File: config.mk
export PLATFORM = sky130hd
export DESIGN_NAME = dct8_bfly_feed
export DESIGN_NICKNAME = d
export VERILOG_FILES = /design/src/rtl/dct8_bfly_feed_pkg.sv /design/src/rtl/dct8_bfly_addsub.sv /design/src/rtl/dct8_bfly_feed.sv
export SDC_FILE = /design/constraint.sdc
export NUM_CORES = 1
export LEC_CHECK = 0
export ABC_AREA = 1
export BUFFER_PORTS_ARGS = -buffer_cell sky130_fd_sc_hd__buf_4
export CORE_ASPECT_RATIO = 0.7
export CORE_MARGIN = 3
export CORE_UTILIZATION = 48
export DETAILED_ROUTE_END_ITERATION = 7
export PLACE_DENSITY_LB_ADDON = 0.05
export SLEW_MARGIN = 40
export SYNTH_ARGS = -nofsm -noshare
export SYNTH_HDL_FRONTEND = slang
export SYNTH_SLANG_ARGS = --single-unit
File: constraint.sdc
create_clock -name clk -period 8.4 [get_ports clk]
set_input_delay 1.26 -clock clk [delete_from_list [all_inputs] [get_ports clk]]
set_output_delay 1.26 -clock clk [all_outputs]
set_load 0.01 [all_outputs]
File: src/rtl/dct8_bfly_feed_pkg.sv
// Shared constants and state encoding for the 8-point DCT butterfly feeder.
// These stand in for the dct8_params.vh constants.
package dct8_bfly_feed_pkg;

  localparam int DCT8_IN_W      = 16;
  localparam int DCT8_FRAME_LEN = 8;
  localparam int DCT8_PAIR_CNT  = 4;

  typedef enum logic {
    ST_FILL = 1'b0,
    ST_EMIT = 1'b1
  } dct8_state_e;

endpackage

File: src/rtl/dct8_bfly_addsub.sv
// Combinational butterfly add or subtract at DATA_W+1 bits, reduced to DATA_W.
// Define DCT8_BFLY_SAT_EN to saturate; otherwise the result wraps.
module dct8_bfly_addsub #(
  parameter int DATA_W = 16,
  parameter bit SUB    = 1'b0
) (
  input  logic signed [DATA_W-1:0] a,
  input  logic signed [DATA_W-1:0] b,
  output logic signed [DATA_W-1:0] res
);

  logic signed [DATA_W:0] full_s;

  // Full-precision sum or difference, then saturate or wrap into DATA_W.
  always_comb begin
    full_s = '0;
    res    = '0;
    if (SUB) begin
      full_s = {a[DATA_W-1], a} - {b[DATA_W-1], b};
    end else begin
      full_s = {a[DATA_W-1], a} + {b[DATA_W-1], b};
    end
`ifdef DCT8_BFLY_SAT_EN
    // The top two bits differ only when the result left the DATA_W range.
    if (full_s[DATA_W] != full_s[DATA_W-1]) begin
      if (full_s[DATA_W]) begin
        res = {1'b1, {(DATA_W-1){1'b0}}};
      end else begin
        res = {1'b0, {(DATA_W-1){1'b1}}};
      end
    end else begin
      res = full_s[DATA_W-1:0];
    end
`else
    res = full_s[DATA_W-1:0];
`endif
  end

endmodule

File: src/rtl/dct8_bfly_feed.sv
// Collects an 8-sample frame, then presents the four butterfly pairs (s[k], d[k], k).
// Overflow handling is selected by the DCT8_BFLY_SAT_EN macro in dct8_bfly_addsub.
module dct8_bfly_feed
  import dct8_bfly_feed_pkg::*;
#(
  parameter int DATA_W = DCT8_IN_W,
  parameter int IDX_W  = 3
) (
  input  logic                     clk,
  input  logic                     rst,
  input  logic                     in_valid,
  output logic                     in_ready,
  input  logic signed [DATA_W-1:0] in_data,
  output logic                     out_valid,
  input  logic                     out_ready,
  output logic signed [DATA_W-1:0] x_out,
  output logic signed [DATA_W-1:0] y_out,
  output logic [1:0]               angle_sel,
  output logic                     out_last
);

  localparam logic [IDX_W-1:0] LAST_IDX  = IDX_W'(DCT8_FRAME_LEN - 1);
  localparam logic [1:0]       LAST_PAIR = 2'(DCT8_PAIR_CNT - 1);

  dct8_state_e              state_r;
  logic [IDX_W-1:0]         wr_idx_r;
  logic [1:0]               k_r;
  logic                     in_ready_r;
  logic                     out_valid_r;
  logic signed [DATA_W-1:0] x_out_r;
  logic signed [DATA_W-1:0] y_out_r;
  logic [1:0]               angle_sel_r;
  logic                     out_last_r;
  logic signed [DATA_W-1:0] sample_mem_r [DCT8_FRAME_LEN];

  logic [1:0]               k_nxt_s;
  logic [IDX_W-1:0]         lo_idx_s;
  logic [IDX_W-1:0]         hi_idx_s;
  logic signed [DATA_W-1:0] op_a_s;
  logic signed [DATA_W-1:0] op_b_s;
  logic signed [DATA_W-1:0] sum_s;
  logic signed [DATA_W-1:0] diff_s;
  logic                     accept_s;
  logic                     emit_hs_s;

  assign accept_s  = (state_r == ST_FILL) && in_valid && in_ready_r;
  assign emit_hs_s = (state_r == ST_EMIT) && out_valid_r && out_ready;
  assign k_nxt_s   = k_r + 2'd1;

  // Operands for the pair registered at the next edge: pair 0 while the last
  // sample is arriving (x[7] taken straight from in_data), else pair k+1.
  always_comb begin
    lo_idx_s = '0;
    hi_idx_s = LAST_IDX;
    op_a_s   = '0;
    op_b_s   = '0;
    if (state_r == ST_FILL) begin
      lo_idx_s = '0;
      hi_idx_s = LAST_IDX;
      op_a_s   = sample_mem_r[lo_idx_s];
      op_b_s   = in_data;
    end else begin
      lo_idx_s = IDX_W'(k_nxt_s);
      hi_idx_s = LAST_IDX - lo_idx_s;
      op_a_s   = sample_mem_r[lo_idx_s];
      op_b_s   = sample_mem_r[hi_idx_s];
    end
  end

  dct8_bfly_addsub #(.DATA_W(DATA_W), .SUB(1'b0)) u_sum (
    .a   (op_a_s),
    .b   (op_b_s),
    .res (sum_s)
  );

  dct8_bfly_addsub #(.DATA_W(DATA_W), .SUB(1'b1)) u_diff (
    .a   (op_a_s),
    .b   (op_b_s),
    .res (diff_s)
  );

  // Sample buffer; contents are don't-care after reset, so it has none.
  always_ff @(posedge clk) begin
    if (accept_s) begin
      sample_mem_r[wr_idx_r] <= in_data;
    end
  end

  // Frame sequencer with registered handshake and pair outputs.
  always_ff @(posedge clk) begin
    if (rst) begin
      state_r     <= ST_FILL;
      wr_idx_r    <= '0;
      k_r         <= 2'd0;
      in_ready_r  <= 1'b1;
      out_valid_r <= 1'b0;
      x_out_r     <= '0;
      y_out_r     <= '0;
      angle_sel_r <= 2'd0;
      out_last_r  <= 1'b0;
    end else begin
      case (state_r)
        ST_FILL: begin
          if (accept_s) begin
            if (wr_idx_r == LAST_IDX) begin
              state_r     <= ST_EMIT;
              wr_idx_r    <= '0;
              k_r         <= 2'd0;
              in_ready_r  <= 1'b0;
              out_valid_r <= 1'b1;
              x_out_r     <= sum_s;
              y_out_r     <= diff_s;
              angle_sel_r <= 2'd0;
              out_last_r  <= 1'b0;
            end else begin
              wr_idx_r <= wr_idx_r + IDX_W'(1);
            end
          end else begin
            wr_idx_r <= wr_idx_r;
          end
        end
        ST_EMIT: begin
          if (emit_hs_s) begin
            if (k_r == LAST_PAIR) begin
              state_r     <= ST_FILL;
              k_r         <= 2'd0;
              in_ready_r  <= 1'b1;
              out_valid_r <= 1'b0;
            end else begin
              k_r         <= k_nxt_s;
              x_out_r     <= sum_s;
              y_out_r     <= diff_s;
              angle_sel_r <= k_nxt_s;
              out_last_r  <= (k_nxt_s == LAST_PAIR);
            end
          end else begin
            k_r <= k_r;
          end
        end
        default: begin
          state_r     <= ST_FILL;
          wr_idx_r    <= '0;
          k_r         <= 2'd0;
          in_ready_r  <= 1'b1;
          out_valid_r <= 1'b0;
        end
      endcase
    end
  end

  assign in_ready  = in_ready_r;
  assign out_valid = out_valid_r;
  assign x_out     = x_out_r;
  assign y_out     = y_out_r;
  assign angle_sel = angle_sel_r;
  assign out_last  = out_last_r;

endmodule
# Word level (Yosys, flattened, before mapping)
# Memory sizes are Yosys's and may differ from the RTL's.
# Index checks and enable logic that the tools add are counted.
[totals] word_cells=73 mem_bits_rw=128 register_bits=43 mem_count=1
[op_classes] bitwise_logic=1 reduce_logical=8 n_eq_ne=8 n_addsub=5 n_mux=41
[mem_list] name="sample_mem_r" words=8 word_bits=16 rd=3 rd_ports_with_merged_regs=0 wr=1 line="dct8_bfly_feed.sv:34" source="logic signed [DATA_W-1:0] sample_mem_r [DCT8_FRAME_LEN];"
[ops] cell="$mux 16" n=10
[ops] cell="$pmux 16 s2" n=2
[ops] cell="$add 16x16->16" n=1
[ops] cell="$mux 1" n=16
[ops] cell="$sub 16x16->16" n=1
[ops] cell="$mux 2" n=6
[ops] cell="$pmux 1 s2" n=4
[ops] cell="$pmux 2 s2" n=2
[ops] cell="$reduce_and 4->1" n=2
[ops] cell="$ne 2x1->1 const B" n=3
[ops] cell="$eq 2x2->1 const B" n=2
[ops] cell="$logic_and 1x1->1" n=4
[ops] cell="$ne 2x2->1 const B" n=2
[ops] cell="$add 3x1->3 const B" n=1
[ops] cell="$eq 3x3->1 const B" n=1
[ops] cell="$mux 3" n=1
[ops] cell="$reduce_and 3->1" n=1
[ops] cell="$sub 3x2->3 const A" n=1
[ops] cell="$add 2x1->2 const B" n=1
[ops] cell="$reduce_and 2->1" n=1
[ops] cell="$not 1->1" n=1

# Depth between registers and ports, before layout
# Gate-level depths: netlist of the first run.
# An unclocked memory read counts as a cell.
[logic_depth] ltp_word=8 depth_mapped=29 depth_no_buf=22

# Hierarchy
# Synthesis of the first run repeated with hierarchy kept, for this count alone.
[unflattened] hier_cells=1022 hier_area_um2=9003.6
[by_module_without_submodules] mod="dct8_bfly_feed" n_inst=1 cells_each=650 area_each_um2=7100.6
[by_module_without_submodules] mod="dct8_bfly_addsub at u_diff" n_inst=1 cells_each=196 area_each_um2=972.2
[by_module_without_submodules] mod="dct8_bfly_addsub at u_sum" n_inst=1 cells_each=176 area_each_um2=930.9

# Worst setup path before layout of the first run
# No wires, ideal clock.
[synth_timing] path_kind="register -> register" from="register k_r[0]" to="register x_out_r[14], in the netlist x_out[14]" setup_time_ns=0.117 synth_period_minus_slack_ns=3.425 path_buffers=6 stages_incl_launch_ff=24 arrival_time_ns=3.308 setup_slack_ns=4.975 cell_sequence="dfxtp_1 > buf_6 > inv_2 > buf_6 > buf_4 > buf_4 > ha_1 > buf_4 > inv_2 > buf_2 > nor2_1 > o21ai_0 > a31oi_1 > ha_1 > inv_1 > fa_1 > o21ai_0 > nand3_1 > nand2_1 > nand3_1 > nand3_1 > nand2_1 > nor2_1 > nor2_1"
[synth_between] elab_chain_len=8
[synth_lines] element="from (decl)" line="dct8_bfly_feed.sv:27" source="logic [1:0] k_r;"
[synth_lines] element="from (signal assigned)" line="dct8_bfly_feed.sv:130" source="k_r <= k_nxt_s;"
[synth_lines] element="from (signal assigned)" line="dct8_bfly_feed.sv:137" source="k_r <= k_r;"
[synth_lines] element="$add 2x1->2" line="dct8_bfly_feed.sv:48" source="assign k_nxt_s = k_r + 2'd1;"
[synth_lines] element="$sub 3x2->3" line="dct8_bfly_feed.sv:64" source="hi_idx_s = LAST_IDX - lo_idx_s;"
[synth_lines] element="$mem_v2 8x16"
[synth_lines] element="$mux 16" line="dct8_bfly_feed.sv:57" source="if (state_r == ST_FILL) begin"
[synth_lines] element="$add 16x16->16"
[synth_lines] element="$mux 16, on equally long branches" line="dct8_bfly_feed.sv:124, dct8_bfly_feed.sv:105"
[synth_lines] element="$mux 16, on equally long branches" line="dct8_bfly_feed.sv:123, dct8_bfly_feed.sv:104"
[synth_lines] element="$pmux 16 s2" line="dct8_bfly_feed.sv:102" source="case (state_r)"
[synth_lines] element="to (signal assigned)" line="dct8_bfly_feed.sv:111" source="x_out_r <= sum_s;"
[synth_lines] element="to (signal assigned)" line="dct8_bfly_feed.sv:131" source="x_out_r <= sum_s;"
[synth_lines] element="to (decl)" line="dct8_bfly_feed.sv:30" source="logic signed [DATA_W-1:0] x_out_r;"
# Parallel ways exist; a longest one is shown, timed or not. The select of a mux whose other input is x is not followed.
# A chain may end at the register's enable or synchronous reset.

# Final worst setup path of the first run
# Same ends and word-level chain as after synthesis.

==> flow_summary.toml, run 1 <==
[run_status]
outcome = "completed"

[pwr]
p_sw_frac = 0.2673
p_total_mw = 1.979
vdd_drop_max_v = 0.0001178
p_seq_frac = 0.470
powerDensity_nw_per_um2 = 203.4
p_int_mw = 1.450
p_sw_uw = 529.1
p_leak_nw = 4.268
pwr-share-clk = 0.419
combinationalPowerShare = 0.112

[clock_network]
insertion_delay_ns = 0.44
root_buffer = "clkbuf_16"
clock_sinks = 170
htree_levels = 4
cts_resized = 0
hold_buffers = 0
cts_tree = "done"
clockBufferDepth = 2
cts_buffers = 17
clk_pin_slew_worst_paths_ns = 0.07
post_cts_buffers = 0

[timing]
setup_viol = 0
fmax_mhz = 213.1
tightest_slew_ns = 0.6614
rsz0062_at_grt = "no"
maxSlewHeadroom = 0.5591
drv_slew = 0
tns_ns = 0
period_needed_ns = 4.693
fin_skew_ns = 0.01277
final-hold-violation-count = 0
fin_crit_sh = 0.5586

[final_layout]
antennaDiodeCount = 0
postLayoutCellArea_um2 = 9733
fill_cells = 1540
utilization = 0.5604
area_growth_pct = 12.90
nets = 1044
fin_cells = 1231
drive_gt1_frac = 0.1220

[critical_path]
cp_max_fo = 49
start_kind = "register"
worstPathArrival_ns = 5.01
timing_worst_setup_path_type = "register to register"
endpoint_kind = "register"
crit_required_ns = 8.72

[logic_synthesis]
synthArstFlopShare = 0
yosysSeqAreaShare = 0.5434
ys_types = 44
ys_warn_count = 0
synth_top_area_frac = 0.4459
syn-cell-area_um2 = 8621
synth_top_flop_cell = "edfxtp_1"
synth.avg_cell_area_um2 = 9.132
synthTopCellsByCount = "nand2_1, nor2_1, edfxtp_1, inv_1, o21ai_0"
ys_seq_elements = 170
synth.most_common_cell = "nand2_1"
synth_area_leader_cell = "edfxtp_1"
synth_cells = 944
synth_edf_count = 128
yosys-top-cells-area = "edfxtp_1, dfxtp_1, nand2_1, nor2_1, ha_1"
synth_fp_nets = 1001

[place]
portBuffers = 56
place_area_um2 = 9117
routabilityCongestion = 0.8562
hpwl_mm = 13.91
placed_cells = 1199

[detailed_routing]
detail_route.wl_per_cell_um = 16.68
drt_iter0_drc = 629
viasPerCell = 5.222
drcViolationCount = 0
final_antenna_net_count = 0
wirelength_mm = 20.53
vias = 6428
firstDrtPassIters = 5

[floorplanning]
die_h_um = 118.1
num_rows = 40
io_pins = 57
die_width_um = 166.2
start_util = 0.4964
coreArea_um2 = 17370
dieArea_um2 = 19630

[global_routing]
antenna_found_initial = 0
grt_pass1_wl_mm = 32.57
grt_start_max_net_pins = 62
overflow = 0
grt_pass1_vias = 5943
grt_util_all_layers = 0.2114

[min_path]
worstHoldPathType = "register to register"

[flow_run]
max_cap_violations = 0
-- area by class of cell --
type | instances | area (um2) | area share
flip-flops and latches | 170 | 4686 | 0.4814
multi-input cells | 618 | 3213 | 0.3301
clock inverters | 15 | 188.9 | 0.01941
clock buffers | 17 | 425.4 | 0.04371
well taps | 231 | 289.0 | 0.02970
inverters | 113 | 427.9 | 0.04396
repair buffers | 67 | 503.0 | 0.05168
-- worst max-delay path, cell delays in order, from the launching register on --
cell	delay, ns
dfxtp_2	0.34
clkinv_2	0.50
ha_1	0.55
buf_4	0.34
inv_2	0.27
nand2_4	0.18
nand2_1	0.06
inv_1	0.42
nand2_1	0.09
and3_1	0.23
inv_1	0.07
ha_1	0.19
inv_1	0.06
fa_1	0.42
o21ai_0	0.20
nand3_1	0.11
nand2_1	0.15
nand3_1	0.11
nand3_1	0.09
nand2_1	0.05
nor2_1	0.11
nor2_1	0.04
-- per-layer routing --
| layer | wire, um | vias up | GRT usage | share of wire |
|---|---|---|---|---|
| met4 | 165 | 0 | 0.04675 | 0.0080 |
| li1 | - | 3229 | - | - |
| met5 | 0 | - | 0 | 0 |
| met1 | 10350 | 3064 | 0.3191 | 0.50 |
| met3 | 938 | 12 | 0.03693 | 0.046 |
| met2 | 9074 | 123 | 0.3209 | 0.44 |
-- power by group through the flow --
stage	clock network, mW	registers, mW	logic (mW)
CTS	0.837	0.929	0.220
floorplan	0	0.949	0.148
finish	0.828	0.929	0.221
global placement	0	0.948	0.217
detailed placement	0	0.948	0.218
global route	0.870	0.931	0.249
-- kinds of logic after synthesis --
family	after synthesis	share of synthesized area
DFF	170	0.5434
xor gates and xnor gates	11	0.01118
and+or+nand+nor	418	0.2038
buffers and inverters	156	0.08389
adders and majority gates	37	0.05544
AOI/OAI and AO/OA	152	0.1023
-- stage by stage --
step           setup WS (ns)  hold WS, ns
2_1_floorplan          4.975       0.4880
3_3_place_gp           4.042       0.4656
3_5_place_dp           3.985       0.4605
4_1_cts                3.939       0.4795
5_1_grt                3.216       0.4927
6_report               3.707       0.4803
-- final timing paths --
kind	start	end	slack [ns]	cells past startpoint
min reg2reg	angle_sel[0]$_SDFFE_PP0P_	angle_sel[0]$_SDFFE_PP0P_	0.48	2
max reg2reg	k_r[0]$_SDFFE_PP0P_	x_out[14]$_SDFFE_PP0P_	3.71	21
max	k_r[0]$_SDFFE_PP0P_	x_out[14]$_SDFFE_PP0P_	3.71	21
min	angle_sel[0]$_SDFFE_PP0P_	angle_sel[0]$_SDFFE_PP0P_	0.48	2
-- state kept, by name, summed over array words and instances, names as in the netlist, 2 cells and up --
| signal | cells |
|---|---|
| angle_sel | 2 |
| y_out | 15 |
| sample_mem_r | 128 |
| x_out | 16 |
| k_r | 2 |
| wr_idx_r | 3 |
-- layout by cell type (no fill, tap or decap), drive strengths merged --
master	count
nand2	204
nor2	138
edfxtp	128
inv	124
o21ai	72
buf	67
nand3	60
dfxtp	42
a21oi	37
ha	35
o211ai	18
clkbuf	17
xor2	10
o32ai	8
o22ai	6
nand4	5
and3	3
a31oi	3
o21bai	3
a211oi	3
nor3	3
nand3b	2
fa	2
bufinv	2
clkinv	2
or2	2
and2	1
xnor2	1
o21a	1
a21o	1
No activity file was read; power rests on OpenSTA's default activity.
==> run 2, diff against run 1 <==
--- a/config.mk
+++ b/config.mk
@@ -5,7 +5,7 @@
 export SDC_FILE = /design/constraint.sdc
 export NUM_CORES = 1
 export LEC_CHECK = 0
-export ABC_AREA = 1
+export ABC_AREA = 0
 export BUFFER_PORTS_ARGS = -buffer_cell sky130_fd_sc_hd__buf_4
 export CORE_ASPECT_RATIO = 0.7
 export CORE_MARGIN = 3
==> constraint.sdc (replaced) <==
create_clock -name clk -period 4.8 [get_ports clk]
set_input_delay 0.72 -clock clk [delete_from_list [all_inputs] [get_ports clk]]
set_output_delay 0.72 -clock clk [all_outputs]
set_load 0.01 [all_outputs]
==> run 2 against run 1 <==
Compared with the run above: count of clock-buffer cells in the layout did not move; setup slack got worse by 3.0 ns; clock power rose by 56%; synthesized cell count fell by 33%; sequential power rose by 73%; sequential share of layout area rose by 2.7 points; critical endpoint is now x_out[15]$_SDFFE_PP0P_; largest cell class unchanged; highest routed layer unchanged.
==> flow_summary.toml, run 2 <==
[run_status]
outcome = "completed"

[timing]
drv_slew = 0
fin_crit_sh = 0.8508
fmax_mhz = 244.9
setup_viol = 0
fin_skew_ns = 0.009048
rsz0062_at_grt = "no"
tightest_slew_ns = 0.7177
period_needed_ns = 4.084
tns_ns = 0
final-hold-violation-count = 0
holdWs_ns = 0.4548
maxSlewHeadroom = 0.5215

[critical_path]
path_cells = "inv_1 -> ha_1 -> buf_4 -> mux2i_1 -> o21ai_0 -> a22oi_1 -> inv_1 -> ha_1 -> or2_2 -> o211ai_1 -> a31oi_2 -> a31oi_1 -> o21bai_1 -> a21oi_1 -> xor2_1 -> a211oi_1"
start_kind = "register"
crit_start = "k_r[0]$_SDFFE_PP0P_"
crit_required_ns = 5.14
rr_startpoint = "k_r[0]$_SDFFE_PP0P_"
max_stage_delay_ns = 0.45
critPathSlowestCell = "a22oi_1"
timing_worst_setup_path_type = "register to register"
worstPathArrival_ns = 4.43
cp_max_fo = 13
endpoint_kind = "register"

[clock_network]
cts_resized = 0
cts_tree = "done"
clock_sinks = 170
cts_buffers = 17
insertion_delay_ns = 0.43
clk_pin_slew_worst_paths_ns = 0.07
htree_levels = 4
root_buffer = "clkbuf_16"
hold_buffers = 0
post_cts_buffers = 0
clockBufferDepth = 2

[pwr]
p_sw_frac = 0.2409
powerDensity_nw_per_um2 = 347.4
p_int_mw = 2.431
combinationalPowerShare = 0.094
p_sw_uw = 771.7
p_seq_frac = 0.503
p_leak_nw = 3.382
pwr-share-clk = 0.403
vdd_drop_max_v = 0.0002655

[detailed_routing]
firstDrtPassIters = 4
vias = 5015
final_antenna_net_count = 0
drcViolationCount = 0
drt_iter0_drc = 376
viasPerCell = 5.463
wirelength_mm = 17.03
detail_route.wl_per_cell_um = 18.55

[final_layout]
seq_area_um2 = 4686
antennaDiodeCount = 0
final_common_cell = "edfxtp_1"
fill_cells = 1330
area_growth_pct = 16.45
nets = 744
regMostFlops = "sample_mem_r"
drive_gt1_frac = 0.2034
final_cell_mix = "edfxtp_1, buf_4, nor2_1"
multi_input_area_um2 = 3012
largest_register_ffs = 128

[logic_synthesis]
yosys-top-cells-area = "edfxtp_1, dfxtp_1, ha_1, mux4_2, mux2i_1"
synthArstFlopShare = 0
synth_top_flop_cell = "edfxtp_1"
syn-cell-area_um2 = 7916
yosysSeqAreaShare = 0.5917
synth_top_area_frac = 0.4855
synth_area_leader_cell = "edfxtp_1"
ys_warn_count = 0
synth_fp_nets = 687
synthTopCellsByCount = "edfxtp_1, nor2_1, nand2_1, dfxtp_1, ha_1"
synth_cells = 630
synth.avg_cell_area_um2 = 12.57
synth.most_common_cell = "edfxtp_1"
synth_edf_count = 128
ys_seq_elements = 170
ys_types = 60

[global_routing]
grt_start_max_net_pins = 43
antenna_found_initial = 0
grt_util_all_layers = 0.1982
grt_pass1_vias = 5057
grt_pass1_wl_mm = 27.58
overflow = 0

[min_path]
min_from = "y_out[5]$_SDFFE_PP0P_"
worstHoldPathType = "register to register"

[place]
portBuffers = 56
hpwl_mm = 11.75
routabilityCongestion = 0.8452

[floorplanning]
die_width_um = 159.5
coreArea_um2 = 15830
start_util = 0.5000
io_pins = 57
dieArea_um2 = 18090
num_rows = 38
die_h_um = 113.4

[flow_run]
max_cap_violations = 0
## run 2: cell families (layout without fill, tap and decap cells)
group           Yosys count  in the layout  share of synthesized area
mux                      50             50                    0.08724
buf+inv                  66            134                    0.03445
fa+ha+maj                37             37                    0.06038
flops                   170            170                     0.5918
simple gates            155            155                    0.08882
xor+xnor                 19             19                    0.02102
compound gates          133            133                     0.1163
## run 2: final timing paths
path / cells after the start / endpoint / slack, ns
max: 16 / x_out[15]$_SDFFE_PP0P_ / 0.72
min: 2 / y_out[5]$_SDFFE_PP0P_ / 0.45
max reg2reg: 16 / x_out[15]$_SDFFE_PP0P_ / 0.72
min reg2reg: 2 / y_out[5]$_SDFFE_PP0P_ / 0.45
## run 2: layer usage
metal,vias up,track usage,share of wire
met3,16,0.04574,0.038
met5,-,0,0
met2,91,0.3135,0.46
met1,2480,0.2795,0.49
met4,0,0.05364,0.014
li1,2428,-,-
## run 2: area by class of cell
| type | instances | share of cell area |
|---|---|---|
| repair buffers | 72 | 0.06284 |
| multi-input cells | 394 | 0.3267 |
| well taps | 220 | 0.02986 |
| clock buffers | 17 | 0.04615 |
| clock inverters | 13 | 0.01316 |
| flip-flops and latches | 170 | 0.5083 |
| inverters | 32 | 0.01303 |
## run 2: critical path: cells and delay by family (launching register included)
| family | cells | cell delay [ns] |
|---|---|---|
| flip-flops | 1 | 0.34 |
| AO/OA/AOI/OAI | 8 | 1.93 |
| buffers and inverters | 3 | 0.50 |
| multiplexers | 1 | 0.24 |
| AND/OR/NAND/NOR | 1 | 0.29 |
| XOR/XNOR | 1 | 0.09 |
| adder cells (fa/ha/maj) | 2 | 0.61 |
## run 2: power groups by stage
stage                     sequential [mW]  clock, mW  combinational (mW)
after floorplan                      1.64          0               0.213
after global placement               1.64          0               0.293
after detailed placement             1.64          0               0.298
after CTS                            1.61       1.32               0.301
after global routing                 1.61       1.39               0.335
final                                1.61       1.29               0.300
## run 2: metrics by stage
step	std cells	cell area, um2	worst slack (ns)	total power, mW	utilization
global placement	884	8603	0.8985	1.935	0.5434
floorplan	630	7916	0.7223	1.854	-
CTS	918	9219	0.7638	3.230	0.5823
finish	918	9219	0.7163	3.203	0.5823
detailed placement	888	8672	0.7897	1.941	0.5477
global route	918	9219	0.3879	3.339	0.5823
